==> src/rtl/uart_rx_packet.sv <==
// ---------------------------------------------------------------------------
// uart_rx_packet
//
// Oversampling UART receiver. It turns one serial frame into one WIDTH-bit
// packet. A frame is a start bit (0), then WIDTH data bits LSB first, then a
// stop bit (1). This block checks framing only. Parity and magic-number
// checks are done downstream in comms_ctrl, which consumes rx_data and
// rx_data_flag.
//
// Optional feature macro: UART_RX_FRAME_ERR_EN
//   When defined, this block adds the frame_error and frame_err_count
//   outputs and the logic that drives them. When undefined, bad frames are
//   silently discarded.
//
// Parameters
//   WIDTH       packet width in bits
//   OVERSAMPLE  clk cycles per serial bit (even, >= 4)
//   FLAG_HOLD   cycles rx_data_flag stays high per good packet (>= 1)
//
// Ports
//   clk              in   primary clock
//   reset_n          in   asynchronous reset, active low
//   rx_in            in   serial line, idle high, asynchronous to clk
//   rx_data          out  last good packet, stable between good packets
//   rx_data_flag     out  high FLAG_HOLD cycles when a new packet lands
//   rx_busy          out  high from qualified start bit to stop-bit sample
//   frame_error      out  (macro only) 1-cycle pulse on a bad stop bit
//   frame_err_count  out  (macro only) saturating count of bad frames
// ---------------------------------------------------------------------------
module uart_rx_packet #(
    parameter int WIDTH      = 64,
    parameter int OVERSAMPLE = 4,
    parameter int FLAG_HOLD  = 2
) (
    input  logic             clk,
    input  logic             reset_n,
    input  logic             rx_in,
    output logic [WIDTH-1:0] rx_data,
    output logic             rx_data_flag,
    output logic             rx_busy
`ifdef UART_RX_FRAME_ERR_EN
    ,
    output logic             frame_error,
    output logic [7:0]       frame_err_count
`endif
);

    localparam int PW = (OVERSAMPLE > 1) ? $clog2(OVERSAMPLE) : 1;
    localparam int BW = $clog2(WIDTH + 1);
    localparam int HW = $clog2(FLAG_HOLD + 1);

    localparam logic [PW-1:0] PHASE_MID  = PW'(OVERSAMPLE / 2 - 1);
    localparam logic [PW-1:0] PHASE_LAST = PW'(OVERSAMPLE - 1);
    localparam logic [BW-1:0] BIT_LAST   = BW'(WIDTH - 1);
    localparam logic [HW-1:0] HOLD_LOAD  = HW'(FLAG_HOLD);

    typedef enum logic [2:0] {
        S_IDLE  = 3'd0,
        S_START = 3'd1,
        S_DATA  = 3'd2,
        S_STOP  = 3'd3,
        S_BREAK = 3'd4
    } state_t;

    state_t          state_q, state_d;
    logic [PW-1:0]   phase_q, phase_d, phase_wrap;
    logic [BW-1:0]   bit_q, bit_d;
    logic [HW-1:0]   hold_q;
    logic [WIDTH-1:0] shift_reg;
    logic [1:0]      sync_q;
    logic            rxs;

    // FSM action strobes, decoded in the next-state process
    logic shift_en;
    logic load_data;
    logic set_busy;
    logic clr_busy;
    logic frame_bad;

    // -----------------------------------------------------------------------
    // 2-flop synchronizer. Resets to the idle line level so a reset never
    // looks like a start bit.
    // -----------------------------------------------------------------------
    always_ff @(posedge clk or negedge reset_n) begin
        if (!reset_n) begin
            sync_q <= 2'b11;
        end else begin
            sync_q <= {sync_q[0], rx_in};
        end
    end

    assign rxs = sync_q[1];

    // Free-running phase advance; wraps so DATA/STOP sample every OVERSAMPLE
    assign phase_wrap = (phase_q == PHASE_LAST) ? '0 : phase_q + PW'(1);

    // -----------------------------------------------------------------------
    // FSM state register and counters
    // -----------------------------------------------------------------------
    always_ff @(posedge clk or negedge reset_n) begin
        if (!reset_n) begin
            state_q <= S_IDLE;
            phase_q <= '0;
            bit_q   <= '0;
        end else begin
            state_q <= state_d;
            phase_q <= phase_d;
            bit_q   <= bit_d;
        end
    end

    // -----------------------------------------------------------------------
    // FSM next-state and action decode
    // -----------------------------------------------------------------------
    always_comb begin
        state_d   = state_q;
        phase_d   = phase_wrap;
        bit_d     = bit_q;
        shift_en  = 1'b0;
        load_data = 1'b0;
        set_busy  = 1'b0;
        clr_busy  = 1'b0;
        frame_bad = 1'b0;

        case (state_q)
            S_IDLE: begin
                // Phase held at 0 so START counts from the first low sample
                phase_d = '0;
                if (!rxs) begin
                    state_d = S_START;
                end
            end

            S_START: begin
                // Half a bit in: confirm the start bit is still low.
                // Clearing phase here aligns later samples to mid-bit.
                if (phase_q == PHASE_MID) begin
                    phase_d = '0;
                    if (rxs) begin
                        state_d = S_IDLE;
                    end else begin
                        state_d  = S_DATA;
                        bit_d    = '0;
                        set_busy = 1'b1;
                    end
                end
            end

            S_DATA: begin
                if (phase_q == PHASE_LAST) begin
                    shift_en = 1'b1;
                    bit_d    = bit_q + BW'(1);
                    if (bit_q == BIT_LAST) begin
                        state_d = S_STOP;
                    end
                end
            end

            S_STOP: begin
                // Leaving at mid stop bit gives half a bit of slack to catch
                // a back-to-back start bit from IDLE.
                if (phase_q == PHASE_LAST) begin
                    clr_busy = 1'b1;
                    if (rxs) begin
                        load_data = 1'b1;
                        state_d   = S_IDLE;
                    end else begin
                        frame_bad = 1'b1;
                        state_d   = S_BREAK;
                    end
                end
            end

            S_BREAK: begin
                // A line held low after a bad stop bit must not retrigger
                phase_d = '0;
                if (rxs) begin
                    state_d = S_IDLE;
                end
            end

            default: begin
                state_d = S_IDLE;
                phase_d = '0;
            end
        endcase
    end

    // -----------------------------------------------------------------------
    // Shift register: right shift, newest bit enters at the MSB so the
    // first received (LSB) bit ends up in [0]. Internal only, so no reset.
    // -----------------------------------------------------------------------
    always_ff @(posedge clk) begin
        if (shift_en) begin
            shift_reg <= {rxs, shift_reg[WIDTH-1:1]};
        end
    end

    // -----------------------------------------------------------------------
    // Output registers: packet, flag hold counter, busy
    // -----------------------------------------------------------------------
    always_ff @(posedge clk or negedge reset_n) begin
        if (!reset_n) begin
            rx_data <= '0;
            hold_q  <= '0;
            rx_busy <= 1'b0;
        end else begin
            if (load_data) begin
                rx_data <= shift_reg;
            end

            // A new packet while the flag is still up restarts the hold
            if (load_data) begin
                hold_q <= HOLD_LOAD;
            end else if (hold_q != '0) begin
                hold_q <= hold_q - HW'(1);
            end

            if (set_busy) begin
                rx_busy <= 1'b1;
            end else if (clr_busy) begin
                rx_busy <= 1'b0;
            end
        end
    end

    assign rx_data_flag = (hold_q != '0);

`ifdef UART_RX_FRAME_ERR_EN
    // -----------------------------------------------------------------------
    // Frame error pulse and saturating counter
    // -----------------------------------------------------------------------
    always_ff @(posedge clk or negedge reset_n) begin
        if (!reset_n) begin
            frame_error     <= 1'b0;
            frame_err_count <= 8'h00;
        end else begin
            frame_error <= frame_bad;
            if (frame_bad && (frame_err_count != 8'hFF)) begin
                frame_err_count <= frame_err_count + 8'h01;
            end
        end
    end
`endif

endmodule

==> config.mk <==
export PLATFORM = sky130hd
export DESIGN_NAME = uart_rx_packet
export DESIGN_NICKNAME = d
export VERILOG_FILES = /design/src/rtl/uart_rx_packet.sv
export SDC_FILE = /design/constraint.sdc
export NUM_CORES = 1
export LEC_CHECK = 0
export ABC_AREA = 1
export ABC_CLOCK_PERIOD_IN_PS = 7300
export CORE_MARGIN = 5
export CORE_UTILIZATION = 40
export DETAILED_ROUTE_END_ITERATION = 10
export SYNTH_ARGS = -nofsm -noshare
export SYNTH_HDL_FRONTEND = slang
export SYNTH_SLANG_ARGS = --single-unit
==> constraint.sdc <==
create_clock -name clk -period 7.3 [get_ports clk]
set_clock_uncertainty 0.2 [all_clocks]
set_input_delay 0.73 -clock clk [delete_from_list [all_inputs] [get_ports clk]]
set_output_delay 0.73 -clock clk [all_outputs]
set_load 0.02 [all_outputs]
==> key figures <==
Finish
  • Commonest non-fill, non-tap cell in the layout: sky130_fd_sc_hd__nand2_1
  • Final Cell Area: 0.00675 mm2
  • Area growth from synthesis to layout: 26.4%
  • Commonest non-fill, non-tap cells in the layout: 235 x sky130_fd_sc_hd__nand2_1, 79 x sky130_fd_sc_hd__dfrtp_1, 67 x sky130_fd_sc_hd__clkdlybuf4s50_1
  • Net count, final: 551
  • Layout cells sized above 1: 7.37%
  • Final instance count without filler cells: 732
  • Antenna Diode Count: 0

Critical path
  • R2r startpoint: phase_q[0]$_DFF_PN0_
  • Critical path destination: rx_data_flag
  • Worst R2R Setup Slack: 4700 ps
  • Startpoint types: register
  • Capturing element type of the critical path: primary output
  • Arrival @ worst endpoint: 1720 ps
  • Endpoint of the most critical register-to-register path: hold_q[0]$_DFFE_PN0P_
  • Worst Path Class, Setup: register to primary output
  • Worst Path Max Fanout: 4
  • Data required time at the worst endpoint: 6370 ps
  • R2R depth: 7
  • CP Launch Point: hold_q[0]$_DFFE_PN0P_

Floorplan
  • Initial core utilization: 40.5%
  • Ports: 69
  • Die width: 126 um
  • Number of core rows: 42
  • Total die area: 0.0158 mm2
  • Core area: 0.0132 mm2
  • Die Height: 126 um

Detailed routing
  • Iteration-0 DRC Markers: 217
  • DR vias/cell: 4.55
  • First-pass iteration count of the detailed router: 5
  • Number of vias after detailed routing: 3332
  • Routed WL per cell: 13.4 um
  • Detailed Route WL: 9790 um
  • Number of routed nets with antenna violations: 0
  • # DRC: 0

CTS
  • CTS Hold Buffers Added: 0
  • Clock tree from TritonCTS: built
  • Post-CTS resize count: 0
  • Post-CTS Repair Setup Buffers: 0
  • Clock tree sinks: 145
  • Clock root buffer: sky130_fd_sc_hd__clkbuf_16
  • Maximum count of clock buffers along a single path: 2
  • Clock-pin slew of the registers on the worst-case setup and hold paths: 50 ps
  • CTS H-Tree Depth: 4
  • Number of buffers created by CTS: 17
  • Clock Latency Late Sink: 410 ps

Place
  • Routability Congestion: 0.788
  • Instance area at placement: 0.00614 mm2
  • Final HPWL from detailed placement: 5820 um
  • Post-placement cell count: 700
  • Worst Setup Slack post-DPL: 4680 ps
  • Quantity of I/O buffers inserted on ports: 68

Yosys
  • Post-Syn Area per Cell: 11.4 um2
  • Count of different cell masters after synthesis: 24
  • Number of synthesized register bits: 145
  • Sequential fraction of the synthesis area: 74.0%
  • Synth Net Count: 477
  • Ys Warns: 0
  • Leading post-synthesis cells by cell area: sky130_fd_sc_hd__dfrtp_1 37%, sky130_fd_sc_hd__edfxtp_1 36%, sky130_fd_sc_hd__nand2_1 17%
  • Mapped Cells: 469
  • Netlist Area Pre-Place: 0.00534 mm2
  • Library cell with the largest summed area after synthesis: sky130_fd_sc_hd__dfrtp_1
  • Fraction of synthesized cell area taken by the top area cell type: 37.0%

Timing
  • Maximum operating frequency: 377 MHz
  • Number of max-slew violations in the final report: 0
  • Remaining max-slew budget at the tightest pin: 31.0%
  • Period utilisation layout: 36.3%
  • Number of failing setup endpoints in the final timing report: 0
  • Final hold violations: 0
  • RSZ-0062 raised after global routing: false
  • Setup slack after layout: 4650 ps
  • Worst-case hold slack: 155 ps
  • Transition at the pin with the smallest max-transition slack: 1030 ps
  • Final-layout setup total negative slack: 0 ps
  • Final worst path period need: 2650 ps

Outcome
  • Result of the run: complete, no violations

Global routing
  • Maximum number of pins on one net before global-route repair: 82
  • Met3 track utilization from global routing: 3.97%
  • Number of antenna violations at the first check in global routing: 0
  • First-pass GRT wire length: 16400 um
  • Global routing usage on met1: 17.9%
  • Busiest metal layer after global routing: met2
  • Overflow after GRT: 0
  • Total Routing Usage GR: 13.0%
  • Met2 Use GR: 18.8%
  • Vias in the first global route: 3376

Job
  • Number of max-cap violations: 0

Worst hold path
  • Min-delay worst type: register to register
  • Worst Hold Depth: 0

Pwr
  • Worst ir drop on vdd: 0.158 mV
  • Power Dens Cells: 381 mW/mm2
  • Leak: 3.02 nW
cell families (layout without fill, tap and decap cells):
| group | after synthesis | in the layout | synth area share, % |
|---|---|---|---|
| buf+inv | 34 | 121 | 3.54 |
| simple gates | 273 | 273 | 19.8 |
| xor+xnor | 3 | 3 | 0.492 |
| compound gates | 9 | 9 | 1.01 |
| fa+ha+maj | 5 | 5 | 1.17 |
| flops | 145 | 145 | 74.0 |
synthesized netlist by cell type:
library cell	count
sky130_fd_sc_hd__nor2_1	19
sky130_fd_sc_hd__a21oi_1	1
sky130_fd_sc_hd__dfrtp_1	79
sky130_fd_sc_hd__o21ai_0	4
sky130_fd_sc_hd__nor3_1	2
sky130_fd_sc_hd__buf_6	7
sky130_fd_sc_hd__edfxtp_1	64
sky130_fd_sc_hd__nand2_1	235
sky130_fd_sc_hd__inv_1	17
sky130_fd_sc_hd__clkbuf_1	1
sky130_fd_sc_hd__o21ai_2	1
sky130_fd_sc_hd__ha_1	5
sky130_fd_sc_hd__dfstp_2	2
sky130_fd_sc_hd__inv_2	2
sky130_fd_sc_hd__nand3_1	13
sky130_fd_sc_hd__nand3b_1	1
sky130_fd_sc_hd__xor2_1	3
sky130_fd_sc_hd__nor2_2	1
sky130_fd_sc_hd__o21ai_1	1
sky130_fd_sc_hd__nand2_2	1
sky130_fd_sc_hd__nand3_2	1
sky130_fd_sc_hd__o31ai_1	1
sky130_fd_sc_hd__buf_2	7
sky130_fd_sc_hd__o21bai_1	1
final cells by class:
cell class / instances / area [um2]
well taps: 176 / 220
fillers: 1157 / 6440
flip-flops and latches: 145 / 3950
inverters: 19 / 71.3
clock inverters: 8 / 103
multi-input cells: 290 / 1210
clock buffers: 24 / 503
repair buffers: 70 / 693
per-layer routing:
layer  wire length (um)  part of all wire (%)
met1               4850                    50
met2               4330                    44
met3                487                   5.0
met4                127                   1.3
met5                  0                     0
power by group:
group | switching, mW | internal (mW) | leakage [nW] | total (mW)
combinational | 0.346 | 0.278 | 1.11 | 0.624
clock | 0.318 | 0.551 | 0.292 | 0.870
sequential | 0.0905 | 0.987 | 1.61 | 1.08
worst max-delay path, stage by stage, from the launching register on:
cell and delay (ps):
sky130_fd_sc_hd__dfrtp_1 340, sky130_fd_sc_hd__inv_1 60, sky130_fd_sc_hd__ha_1 200, sky130_fd_sc_hd__inv_1 110, sky130_fd_sc_hd__clkdlybuf4s50_1 620
worst min path at each step:
stage	start	to	slack, ps
after floorplan	sync_q[0]$_DFF_PN1_	sync_q[1]$_DFF_PN1_	150
after CTS	sync_q[0]$_DFF_PN1_	sync_q[1]$_DFF_PN1_	160
after detailed placement	sync_q[0]$_DFF_PN1_	sync_q[1]$_DFF_PN1_	150
after global placement	sync_q[0]$_DFF_PN1_	sync_q[1]$_DFF_PN1_	150
after global routing	sync_q[0]$_DFF_PN1_	sync_q[1]$_DFF_PN1_	170
final	sync_q[0]$_DFF_PN1_	sync_q[1]$_DFF_PN1_	160
stage by stage:
| stage | utilization (%) | power [mW] |
|---|---|---|
| 6_report | 51.2 | 2.57 |
| 5_1_grt | 51.2 | 2.71 |
| 4_1_cts | 51.2 | 2.60 |
| 3_5_place_dp | 46.6 | 1.72 |
| 3_3_place_gp | 46.6 | 1.71 |
| 2_1_floorplan | - | 1.42 |
(Power assumes the default switching activity.)
==> patch (config.mk and constraints unchanged) <==
Encoding of `state_t`: now Gray code (3 bits for 5 states).
--- a/src/rtl/uart_rx_packet.sv
+++ b/src/rtl/uart_rx_packet.sv
@@ -57,7 +57,7 @@
     typedef enum logic [2:0] {
-        S_IDLE  = 3'd0,
-        S_START = 3'd1,
-        S_DATA  = 3'd2,
-        S_STOP  = 3'd3,
-        S_BREAK = 3'd4
+        S_IDLE  = 3'b000,
+        S_START = 3'b001,
+        S_DATA  = 3'b011,
+        S_STOP  = 3'b010,
+        S_BREAK = 3'b110
     } state_t;
Check against the original RTL: same outputs for any inputs over 10 cycles, from zero or initial values and one cycle with reset_n low; not proved beyond that.
==> patch against the unedited design <==
  * Cell area shrank 1.5%
  * Cell count decreased by 1.8%
  * Area after synthesis down 0.16%
  * Core utilization is 0.56 points lower
  * Via count shrank 2.8%
  * Setup slack got worse by 0.057 ns
  * Global-route usage rose by 0.064 points
  * Worst hold slack better by 0.0023 ns
  * Total power grew 4.2%
  * Wire length shrank 2.8%
  * Register-to-register slack worse by 0.11 ns
  * Sequential cell count unchanged
  * Critical path type is now register to register
  * Critical endpoint is now rx_data[51]
  * Highest routed layer unchanged
==> patch: results (changes against the unedited design) <==
Outcome
  • Status: complete, no violations

Worst setup path
  • Crit-path max FO: 66 (+62)
  • Crit path DAT: 2.81 ns (+1.09 ns)
  • Slowest-stage cell, CP: inv_2

Synthesis
  • Adder-cell area share of the yosys netlist: 1.17% (+0.0019 points)
  • Syn_nets: 463 (-2.9%)
  • Top cells by count, synth: nand2_1, dfrtp_1, edfxtp_1, inv_1, buf_6
  • Synth Area per Inst: 11.7 um2 (+2.9%)
  • Top cells by area, synth: dfrtp_1, edfxtp_1, nand2_1, buf_6, inv_1
  • Synth unique cells: 23 (-4.2%)
  • Mapped Area: 5330 um2 (-0.16%)
  • Post-synthesis compound-gate area fraction: 1.55% (+0.54 points)

Final layout
  • Clock-cell share of area: 8.24% (-0.73 points)
  • Post-route non-filler standard cell count: 719 (-1.8%)
  • Register share of the cell area: 59.4% (+0.88 points)
  • Filler cells: 1159 (+0.17%)
  • Multi-input combinational area share: 17.5% (-0.37 points)

Route
  • Metal3 WL: 562 um (+15%)
  • M1 WL: 4680 um (-3.4%)

Placed design
  • DP Area: 6100 um2 (-0.69%)
  • DP HPWL: 5940 um (+2.1%)
  • Setup WS pre-CTS: 4.57 ns (-0.104 ns)

GRT
  • Met3 usage: 5.97% (+2.0 points)
  • Gr usage total: 13.0% (+0.064 points)
  • Global Route met1 Usage: 18.0% (+0.096 points)
  • Vias in the first global route: 3252 (-3.7%)

Timing
  • Relative slew slack: 28.4% (-2.6 points)

Pwr
  • PD cells: 403 nW/um2 (+5.8%)
==> patch: changes by cell type after synthesis, sizes merged, moves of 3 or more <==
cell   change
nor2       -8
o21ai      +3
nand3      -3
nand2      -7
==> patch: final timing paths <==
| path | startpoint | endpoint | slack (ns) | cells after the start |
|---|---|---|---|---|
| worst max-delay path | phase_q[0] | rx_data[51] | 4.59 | 7 |
| worst min-delay path | sync_q[0] | sync_q[1] | 0.16 | 0 |
| worst max register to register | phase_q[0] | rx_data[51] | 4.59 | 7 |
| worst min register to register | sync_q[0] | sync_q[1] | 0.16 | 0 |
| max in group asynchronous | reset_n | hold_q[1] | 5.98 | 1 |
| min in group asynchronous | reset_n | rx_data[40] | 0.29 | 1 |
==> patch: power breakdown <==
| group | internal, W | switching, W |
|---|---|---|
| Clock | 0.000465 | 0.000323 |
| Sequential | 0.00102 | 0.000114 |
| Combinational | 0.000338 | 0.000417 |
| Total | 0.00183 | 0.000853 |
